**config.mk**
```make
export PLATFORM = sky130hd
export DESIGN_NAME = spm_offset_move_sequencer_flat
export DESIGN_NICKNAME = d
export VERILOG_FILES = /design/src/rtl/spm_offset_move_sequencer_pkg.sv /design/src/rtl/spm_offset_move_sequencer_if.sv /design/src/rtl/spm_offset_move_sequencer_axis_ramp.sv /design/src/rtl/spm_offset_move_sequencer.sv /design/src/flat_wrapper.sv
export SDC_FILE = /design/constraint.sdc
export NUM_CORES = 1
export LEC_CHECK = 0
export CAP_MARGIN = 40
export CORE_AREA = 2 2 264 266
export CTS_CLUSTER_DIAMETER = 120
export CTS_CLUSTER_SIZE = 14
export DETAILED_ROUTE_END_ITERATION = 7
export DIE_AREA = 0 0 266 268
export PLACE_DENSITY_LB_ADDON = 0.2
export SKIP_LAST_GASP = 1
export SLEW_MARGIN = 20
export SYNTH_ARGS = -nofsm -noshare
export SYNTH_HDL_FRONTEND = slang
export SYNTH_HIERARCHICAL = 1
export SYNTH_SLANG_ARGS = --single-unit
```
**constraint.sdc**
```tcl
create_clock -name a_clk -period 7 [get_ports a_clk]
set_input_delay 1.05 -clock a_clk [delete_from_list [all_inputs] [get_ports a_clk]]
set_output_delay 1.05 -clock a_clk [all_outputs]
set_load 0.1 [all_outputs]
```
**src/rtl/spm_offset_move_sequencer_pkg.sv**
```systemverilog
// spm_ctrl_pkg: shared state type, word width and magnitude helper
// for the offset move sequencer.
package spm_ctrl_pkg;
    localparam int DATA_W = 32;
    localparam logic [DATA_W:0] MIN_W = {1'b1, {DATA_W{1'b0}}};

    typedef enum logic [1:0] {IDLE, RAMP, SETTLE, DONE} state_e;

    function automatic logic [DATA_W:0] abs_sat(input logic signed [DATA_W:0] v);
        return v[DATA_W] ? ((v == MIN_W) ? ~MIN_W : -v) : v;
    endfunction
endpackage

```
**src/rtl/spm_offset_move_sequencer_if.sv**
```systemverilog
// spm_offset_move_sequencer_if: two-requester move-request handshake
// carrying signed XYZ target offsets.
interface spm_offset_move_sequencer_if;
    import spm_ctrl_pkg::*;
    logic s0_valid, s0_ready, s1_valid, s1_ready;
    logic signed [DATA_W-1:0] s0_x, s0_y, s0_z, s1_x, s1_y, s1_z;

    modport master (
        output s0_valid, s0_x, s0_y, s0_z, s1_valid, s1_x, s1_y, s1_z,
        input  s0_ready, s1_ready
    );
    modport slave (
        input  s0_valid, s0_x, s0_y, s0_z, s1_valid, s1_x, s1_y, s1_z,
        output s0_ready, s1_ready
    );
endinterface

```
**src/rtl/spm_offset_move_sequencer_axis_ramp.sv**
```systemverilog
// spm_axis_ramp: one-axis rate-limited stepper toward a latched target.
module spm_axis_ramp
    import spm_ctrl_pkg::*;
(
    input  logic                     clk_i,
    input  logic                     rst_ni,
    input  logic                     load_i,
    input  logic                     tick_i,
    input  logic signed [DATA_W-1:0] target_i,
    input  logic [DATA_W-2:0]        step_i,
    output logic signed [DATA_W-1:0] cur_o,
    output logic                     arrived_o
);
    logic signed [DATA_W-1:0] cur_q, cur_d, tgt_q;
    logic [DATA_W-2:0] step_q;
    logic signed [DATA_W:0] diff;
    logic [DATA_W:0] mag;

    // The distance is taken one bit wider so opposite full-scale endpoints
    // cannot wrap; a step never overshoots, so cur stays between endpoints.
    always_comb begin
        diff = {tgt_q[DATA_W-1], tgt_q} - {cur_q[DATA_W-1], cur_q};
        mag = abs_sat(diff);
        arrived_o = mag <= {2'b00, step_q};
        cur_d = arrived_o ? tgt_q : diff[DATA_W] ? cur_q - {1'b0, step_q} : cur_q + {1'b0, step_q};
    end

    always_ff @(posedge clk_i or negedge rst_ni) begin
        if (!rst_ni) begin
            cur_q <= '0;
            tgt_q <= '0;
            step_q <= (DATA_W-1)'(1);
        end else begin
            if (load_i) begin
                tgt_q <= target_i;
                step_q <= (step_i == '0) ? (DATA_W-1)'(1) : step_i;
            end
            if (tick_i) cur_q <= cur_d;
        end
    end

    assign cur_o = cur_q;
endmodule

```
**src/rtl/spm_offset_move_sequencer.sv**
```systemverilog
// spm_offset_move_sequencer: arbitrates two move requesters and ramps the
// XYZ offsets toward the granted target, then settles and reports.
module spm_offset_move_sequencer
    import spm_ctrl_pkg::*;
#(
    parameter int RDECI    = 5,
    parameter int SETTLE_W = 16
) (
    input  logic                     a_clk,
    input  logic                     a_resetn,
    spm_offset_move_sequencer_if.slave req,
    input  logic [DATA_W-1:0]        xy_step_i,
    input  logic [DATA_W-1:0]        z_step_i,
    input  logic [SETTLE_W-1:0]      settle_ticks_i,
    input  logic                     abort_i,
    output logic signed [DATA_W-1:0] x0_o,
    output logic signed [DATA_W-1:0] y0_o,
    output logic signed [DATA_W-1:0] z0_o,
    output logic                     busy_o,
    output logic                     done_o,
    output logic                     aborted_o,
    output logic                     grant_id_o
);
    state_e state_q, state_d;
    logic [RDECI-1:0] tick_q;
    logic [SETTLE_W-1:0] settle_q, cnt_q, cnt_d;
    logic last_q, grant_q, aborted_q;
    logic win, accept, tick, step_en, kill, unused_msb;
    logic [2:0] arr;
    logic signed [DATA_W-1:0] tx, ty, tz;

    assign unused_msb = xy_step_i[DATA_W-1] ^ z_step_i[DATA_W-1];
    assign tick = tick_q == '0;
    // last_q points at the previous winner; on contention the other one wins.
    assign win = (req.s0_valid && req.s1_valid) ? !last_q : req.s1_valid;
    assign req.s0_ready = state_q == IDLE && req.s0_valid && !win;
    assign req.s1_ready = state_q == IDLE && req.s1_valid && win;
    assign accept = req.s0_ready || req.s1_ready;
    assign kill = abort_i && (state_q == RAMP || state_q == SETTLE);
    assign step_en = state_q == RAMP && tick && !abort_i;
    assign tx = win ? req.s1_x : req.s0_x;
    assign ty = win ? req.s1_y : req.s0_y;
    assign tz = win ? req.s1_z : req.s0_z;

    spm_axis_ramp u_x (.clk_i(a_clk), .rst_ni(a_resetn), .load_i(accept), .tick_i(step_en),
        .target_i(tx), .step_i(xy_step_i[DATA_W-2:0]), .cur_o(x0_o), .arrived_o(arr[0]));
    spm_axis_ramp u_y (.clk_i(a_clk), .rst_ni(a_resetn), .load_i(accept), .tick_i(step_en),
        .target_i(ty), .step_i(xy_step_i[DATA_W-2:0]), .cur_o(y0_o), .arrived_o(arr[1]));
    spm_axis_ramp u_z (.clk_i(a_clk), .rst_ni(a_resetn), .load_i(accept), .tick_i(step_en),
        .target_i(tz), .step_i(z_step_i[DATA_W-2:0]), .cur_o(z0_o), .arrived_o(arr[2]));

    always_comb begin
        state_d = state_q;
        cnt_d = cnt_q;
        case (state_q)
            IDLE: state_d = accept ? RAMP : IDLE;
            RAMP: begin
                cnt_d = '0;
                state_d = kill ? IDLE : (tick && &arr) ? SETTLE : RAMP;
            end
            SETTLE: begin
                cnt_d = tick ? cnt_q + 1'b1 : cnt_q;
                state_d = kill ? IDLE : (settle_q == '0 || (tick && cnt_d == settle_q)) ? DONE : SETTLE;
            end
            default: state_d = IDLE;
        endcase
    end

    always_ff @(posedge a_clk or negedge a_resetn) begin
        if (!a_resetn) begin
            state_q <= IDLE;
            tick_q <= '0;
            cnt_q <= '0;
            settle_q <= '0;
            last_q <= 1'b1;
            grant_q <= 1'b0;
            aborted_q <= 1'b0;
        end else begin
            state_q <= state_d;
            tick_q <= tick_q + 1'b1;
            cnt_q <= cnt_d;
            aborted_q <= kill;
            if (accept) begin
                last_q <= win;
                grant_q <= win;
                settle_q <= settle_ticks_i;
            end
        end
    end

    assign busy_o = state_q != IDLE;
    assign done_o = state_q == DONE;
    assign aborted_o = aborted_q;
    assign grant_id_o = grant_q;
endmodule

```
**src/flat_wrapper.sv**
```systemverilog
// flat-port wrapper written by rule: the top's interface ports become plain ports
module spm_offset_move_sequencer_flat import spm_ctrl_pkg::*;
#(
    parameter int RDECI    = 5,
    parameter int SETTLE_W = 16
)
  (a_clk, a_resetn, xy_step_i, z_step_i, settle_ticks_i, abort_i, x0_o, y0_o, z0_o, busy_o, done_o, aborted_o, grant_id_o, req_s0_valid, req_s0_x, req_s0_y, req_s0_z, req_s1_valid, req_s1_x, req_s1_y, req_s1_z, req_s0_ready, req_s1_ready);
  spm_offset_move_sequencer_if req_i ();
  input  logic a_clk;
  input  logic a_resetn;
  input  logic [DATA_W-1:0] xy_step_i;
  input  logic [DATA_W-1:0] z_step_i;
  input  logic [SETTLE_W-1:0] settle_ticks_i;
  input  logic abort_i;
  output logic signed [DATA_W-1:0] x0_o;
  output logic signed [DATA_W-1:0] y0_o;
  output logic signed [DATA_W-1:0] z0_o;
  output logic busy_o;
  output logic done_o;
  output logic aborted_o;
  output logic grant_id_o;
  input wire logic [$bits(req_i.s0_valid)-1:0] req_s0_valid;
  input wire logic [$bits(req_i.s0_x)-1:0] req_s0_x;
  input wire logic [$bits(req_i.s0_y)-1:0] req_s0_y;
  input wire logic [$bits(req_i.s0_z)-1:0] req_s0_z;
  input wire logic [$bits(req_i.s1_valid)-1:0] req_s1_valid;
  input wire logic [$bits(req_i.s1_x)-1:0] req_s1_x;
  input wire logic [$bits(req_i.s1_y)-1:0] req_s1_y;
  input wire logic [$bits(req_i.s1_z)-1:0] req_s1_z;
  output wire logic [$bits(req_i.s0_ready)-1:0] req_s0_ready;
  output wire logic [$bits(req_i.s1_ready)-1:0] req_s1_ready;
  assign req_i.s0_valid = req_s0_valid;
  assign req_i.s0_x = req_s0_x;
  assign req_i.s0_y = req_s0_y;
  assign req_i.s0_z = req_s0_z;
  assign req_i.s1_valid = req_s1_valid;
  assign req_i.s1_x = req_s1_x;
  assign req_i.s1_y = req_s1_y;
  assign req_i.s1_z = req_s1_z;
  assign req_s0_ready = req_i.s0_ready;
  assign req_s1_ready = req_i.s1_ready;
  spm_offset_move_sequencer #(.RDECI(RDECI), .SETTLE_W(SETTLE_W)) u_core (.a_clk(a_clk), .a_resetn(a_resetn), .req(req_i), .xy_step_i(xy_step_i), .z_step_i(z_step_i), .settle_ticks_i(settle_ticks_i), .abort_i(abort_i), .x0_o(x0_o), .y0_o(y0_o), .z0_o(z0_o), .busy_o(busy_o), .done_o(done_o), .aborted_o(aborted_o), .grant_id_o(grant_id_o));
endmodule
```
# After elaboration in Yosys (flattened, before gate mapping)
# Index checks and enable logic that the tools add are counted.
# op_classes
n_eq_ne	7
n_addsub	14
mux	26
reduce_logical	24
order_cmp	3
# ops
op	count
$mux 32	9
$mux 33	6
$eq 33x33->1 const B	3
$le 33x31->1	3
$neg 33->33	3
$sub 32x32->33	3
$add 32x31->32	3
$sub 32x31->32	3
$logic_not 31->1	2
$mux 31	2
$pmux 16 s2	1
$add 16x1->16 const B	1
$eq 16x16->1	1
$logic_not 16->1	1
$mux 16	1
$logic_and 1x1->1	10
$mux 2	3
$pmux 2 s3	1
$add 5x1->5 const B	1
$logic_not 5->1	1
$eq 2x2->1 const B	2
$reduce_bool 2->1	2
$logic_not 1->1	3
$logic_or 1x1->1	3
4 further kinds	6
# totals
out_inout_bits	102
in_bits	277
regBits	296
wordCells	89

# Logic depth before layout (Yosys ltp)
# depth
ltp_word	10
mapped_depth	34
ltp_nobuf	32

# By module
# Netlist, hierarchy kept.
# by_module_without_submodules
module	cells_each	instances	area_each_um2	seq_area_each_um2
spm_axis_ramp (u_core.u_y)	1315	1	10331.2	2378.5
spm_axis_ramp (u_core.u_z)	1271	1	10013.4	2378.5
spm_axis_ramp (u_core.u_x)	1246	1	9835.7	2378.5
spm_offset_move_sequencer	417	1	3727.3	1052.3

# Least setup slack after synthesis
# Ideal clock, no wire load.
# synth_timing
path_type	register to register
from	register u_core.u_z.cur_q[1], in the netlist u_core/u_z/cur_o[1]
to	register u_core.state_q[0]
path_stages_with_launch	34
n_path_buf	2
setup_slack_ns	-0.347
period_less_slack_ns	7.347
arrival_ns	7.217
required_time_ns	6.870
path_cell_list	dfrtp_1 inv_1 ha_1 nor2b_1 o31a_1 o41ai_1 a211o_1 o211a_1 xnor2_1 o211ai_1 nor4_2 and3_1 nand3_1 clkbuf_1 nand2_1 ha_1 a21o_1 a21o_1 a211oi_1 o21ai_0 a221o_1 a2111oi_0 o21ai_0 nand3_1 a21oi_1 or2_4 buf_6 nor2_2 nand3_1 o21ai_0 a221oi_1 nand4_1 or4_1 o31ai_2
# synth_via
elab_chain_cells	10
elab_cells_between_ends	11
cone_classes	add/sub (2); order compare (1); eq/ne (1); mux (5); reduce/logical (2)
# synth_lines
element	line	rtl
start, declared	spm_offset_move_sequencer_axis_ramp.sv:14	logic signed [DATA_W-1:0] cur_q, cur_d, tgt_q;
start signal, assigned	spm_offset_move_sequencer_axis_ramp.sv:38	if (tick_i) cur_q <= cur_d;
$sub 32x32->33 *	spm_offset_move_sequencer_axis_ramp.sv:22	diff = {tgt_q[DATA_W-1], tgt_q} - {cur_q[DATA_W-1], cur_q};
$neg 33->33 or $eq 33x33->1 (tied branches)	spm_offset_move_sequencer_pkg.sv:10	return v[DATA_W] ? ((v == MIN_W) ? ~MIN_W : -v) : v;
$mux 33	spm_offset_move_sequencer_pkg.sv:10	
$mux 33 *	spm_offset_move_sequencer_pkg.sv:10	
$le 33x31->1 *	spm_offset_move_sequencer_axis_ramp.sv:24	arrived_o = mag <= {2'b00, step_q};
named net u_core.arr[2]	spm_offset_move_sequencer.sv:29	logic [2:0] arr;
$reduce_and 3->1 *	spm_offset_move_sequencer.sv:59	state_d = kill ? IDLE : (tick && &arr) ? SETTLE : RAMP;
$logic_and 1x1->1 *	spm_offset_move_sequencer.sv:59	
$mux 2 * (2 in series)	spm_offset_move_sequencer.sv:59	
$pmux 2 s3 *	spm_offset_move_sequencer.sv:55	case (state_q)
named net u_core.state_d[0]	spm_offset_move_sequencer.sv:24	state_e state_q, state_d;
end signal, assigned	spm_offset_move_sequencer.sv:79	state_q <= state_d;
end, declared	spm_offset_move_sequencer.sv:24	
# The timed path passes the listed nets; every way through them passes the cells marked *.
# A chain may end at the register's enable or synchronous reset.

# Final worst setup path
# layout_timing
from	register u_core.u_y.cur_q[1], in the netlist u_core/u_y/cur_o[1]
to	register u_core.u_y.cur_q[31], in the netlist u_core/u_y/cur_o[31]
# layout_via
elab_chain_cells	6
elab_cells_between_ends	10
cone_classes	add/sub (4); order compare (1); eq/ne (1); mux (4)
# layout_lines
element	line	rtl
start, declared	spm_offset_move_sequencer_axis_ramp.sv:14	
start signal, assigned	spm_offset_move_sequencer_axis_ramp.sv:38	
$sub 32x32->33	spm_offset_move_sequencer_axis_ramp.sv:22	
$neg 33->33 or $eq 33x33->1 (tied branches)	spm_offset_move_sequencer_pkg.sv:10	
$mux 33 (2 in series)	spm_offset_move_sequencer_pkg.sv:10	
$le 33x31->1	spm_offset_move_sequencer_axis_ramp.sv:24	
$mux 32 *	spm_offset_move_sequencer_axis_ramp.sv:25	cur_d = arrived_o ? tgt_q : diff[DATA_W] ? cur_q - {1'b0, step_q} : cur_q + {1'b0, step_q};
# Every way passes the cells marked *; elsewhere a longest branch is shown, timed or not.

==> reports/summary.txt <==
row cnt: 96
gp weighted congestion: 0.9632
I/O pins: 379
worst setup margin: 0.2886 ns
vias per inst: 5.971
Layout Nets: 5349
clk buf depth: 3
largest net degree at the start of global routing: 148
die extent in x: 266 um
number of routed nets with antenna violations: 0
r2r startpoint: u_core/u_y/cur_o[1]
setup_tns: 0 ns
Crit Path Max Fanout: 28
metal2 WL: 50.44 mm
TritonCTS clock tree: yes
Final min period: 6.711 ns
mux cell area share after synthesis: 6.845%
routed wl met3: 6.378 mm
P&R area growth vs syn: 26.62%
worst hold slack: 0.3919 ns
Avg Cell Area, Syn: 7.980 um^2
first-pass GRT wire length: 176.1 mm
Hold-fix buffers, CTS: 0
drt drc: 0
Via Count: 33872
R2R cell count: 27
CTS Buf Count: 29
Util after Layout: 62.93%
# clock sinks: 327
Seq. cell area: 8214 um^2
GRT Residual Overflow: 0
RSZ-0062 raised after global routing: yes
RR Endpoint: u_core/u_y/cur_o[31]
Die Y: 268 um
Post-Synth XOR/XNOR Area: 8.365%
critical path type: reg -> reg
Layout Skew: 0.02102 ns
post-synthesis compound-gate area fraction: 23.75%
Worst path slowest cell: a2111o_1
initial antenna violation count: 1
max frequency: 0.1490 GHz
Post-Route WL: 111.3 mm
Simple-Gate Fraction of Synth Area: 20.07%
Top Metal Used: met4
Post-Synth Adder-Cell Area: 11.35%
fillcell total: 5882
Final HPWL DP: 87.10 mm
Post-synth top flop: dfrtp_1
largest family of logic cells by synthesized area: compound AO/OA/AOI/OAI gates
DR pass1 iterations: 5
CP Data Arrival Time: 7.21 ns
DRT met1 WL: 51.13 mm
Post-Synthesis Cells: 4249
status: finished clean
Initial DRC Count: 2789
Mapped Area: 33910 um^2
CP startpoint kind: register
Total GRT Usage: 30.50%
number of synthesized flops with an enable pin: 0
slew margin rel.: 42.32%
pre-CTS setup slack: -0.02836 ns
vias in the first global route: 32243
Crit. End Element: register
Final Slew Violations: 0
#FFs+latches synth: 327
ys async rst share: 100.0%
reg2reg setup slack: 0.29 ns
final setup violation count: 0
most frequent cells in the layout: 462 x nand2_1, 375 x clkdlybuf4s50_1, 328 x o21ai_0, 304 x dfrtp_1, 298 x ha_1
Distinct cells, synth: 118
Worst path max stage delay: 0.46 ns
post-synthesis sequential area ratio: 24.15%
Initial Util: 49.70%
average wire per standard cell: 19.62 um
core area: 68230 um^2
final hold violation count: 0
multi-input logic area: 24140 um^2
CP required: 7.50 ns
die footprint: 71290 um^2
H-Tree Depth: 1
PortBufs: 376
Worst-Margin Slew: 0.8652 ns
period utilization: 95.88%
CTS Root Cell: clkbuf_16
Reg clk slew, reported paths: 0.08 ns
hold crit path type: in -> async
YS warnings: 6
fraction of layout instances using a drive strength above 1: 14.18%
Worst-Skew Late Latency: 0.61 ns
post-synthesis net count: 4830
most common cell after layout, fill and taps aside: nand2_1
max_cap viols: 0
-- final cells by class --
class / instances / share of cell area (%)
clock inverter: 5 / 0.1807
inverter: 264 / 2.326
antenna: 1 / 0.005828
clock buffer: 48 / 1.856
multi-input combinational: 3457 / 56.23
sequential: 327 / 19.13
timing repair buffer: 689 / 17.70
tap: 882 / 2.570
-- kinds of logic after synthesis --
group                      count (synthesis)
and+or+nand+nor                         1391
AOI/OAI and AO/OA                       1231
buffers and inverters                    465
DFF                                      327
xor gates and xnor gates                 323
adders and majority gates                304
muxes                                    208
-- through the flow --
step / area [um^2] / instances
detailed placement: 41810 / 5616
finish: 42930 / 5673
global placement: 39660 / 5509
global route: 42930 / 5672
CTS: 42700 / 5669
floorplan: 33930 / 4249
-- state kept, by name, summed over array words and instances, names as in the netlist, 2 cells and up --
signal	flops
u_core/u_x/tgt_q	32
u_core/u_y/tgt_q	32
u_core/u_x/cur_o	32
u_core/cnt_q	16
u_core/state_q	2
u_core/u_x/step_q	31
u_core/u_z/cur_o	32
u_core/tick_q	5
u_core/settle_q	16
u_core/u_z/tgt_q	32
u_core/u_y/step_q	31
u_core/u_z/step_q	31
u_core/u_y/cur_o	32
-- Yosys cell counts, types with 14 or more instances --
cell type / instances / area [um^2]
nand2_1: 462 / 1734
o21ai_0: 336 / 1682
dfrtp_1: 323 / 8083
ha_1: 298 / 3729
nor2_1: 297 / 1115
inv_1: 260 / 975.9
a21oi_1: 238 / 1191
xnor2_1: 237 / 2076
mux2_2: 191 / 2151
nand3_1: 158 / 790.8
clkbuf_1: 145 / 544.3
a31oi_1: 126 / 788.3
a21o_1: 125 / 938.4
xor2_1: 85 / 744.5
nand4_1: 70 / 437.9
nor3_1: 66 / 330.3
nor4_1: 57 / 356.6
and3_1: 42 / 262.8
o21a_1: 41 / 307.8
nor2b_1: 40 / 250.2
o31ai_1: 40 / 300.3
o211ai_1: 39 / 292.8
and2_1: 35 / 219.0
nand2b_1: 31 / 193.9
a211oi_1: 29 / 217.7
buf_2: 28 / 140.1
or3_1: 25 / 156.4
o21bai_1: 18 / 135.1
mux2i_1: 17 / 170.2
o2111ai_1: 17 / 148.9
buf_1: 16 / 60.06
o41ai_1: 16 / 140.1
and4_1: 15 / 131.4
or2_2: 15 / 93.84
a211o_1: 14 / 122.6
o21ai_1: 14 / 70.07
-- layer usage --
metal,vias up,global-route usage (%)
met3,170,3.189
met5,-,0
met4,0,8.731
met1,16097,42.71
met2,1103,49.91
li1,16502,-
-- how the worst max path moves through the flow --
stage | startpoint | to | slack, ns | cells past startpoint
finish | u_core/u_y/cur_o[1] | u_core/u_y/cur_o[31] | 0.29 | 27
global route | u_core/u_z/cur_o[2] | u_core/state_q[0] | -0.11 | 34
CTS | u_core/u_y/cur_o[1] | u_core/state_q[0] | 0.11 | 32
detailed placement | u_core/u_x/cur_o[0] | u_core/state_q[0] | -0.03 | 31
global placement | u_core/u_z/cur_o[0] | u_core/state_q[0] | 0.08 | 33
floorplan | u_core/u_z/cur_o[20] | u_core/state_q[0] | 0.002 | 33
-- critical path: cells and delay by family (launching register included) --
kind,cells,cell delay (ns)
DFF,1,0.40
and+or+nand+nor,8,1.98
buffers and inverters,4,0.84
AOI/OAI and AO/OA,13,2.83
adders and majority gates,2,0.55
-- what timing repair did --
action	in CTS	in global routing
resized for setup	3	44
pin swaps	0	7
endpoints found under the setup margin	1	90
setup buffers	0	1
Power is not shown: default switching activity piles up to over one toggle a cycle in this logic, so the estimate is an artifact.
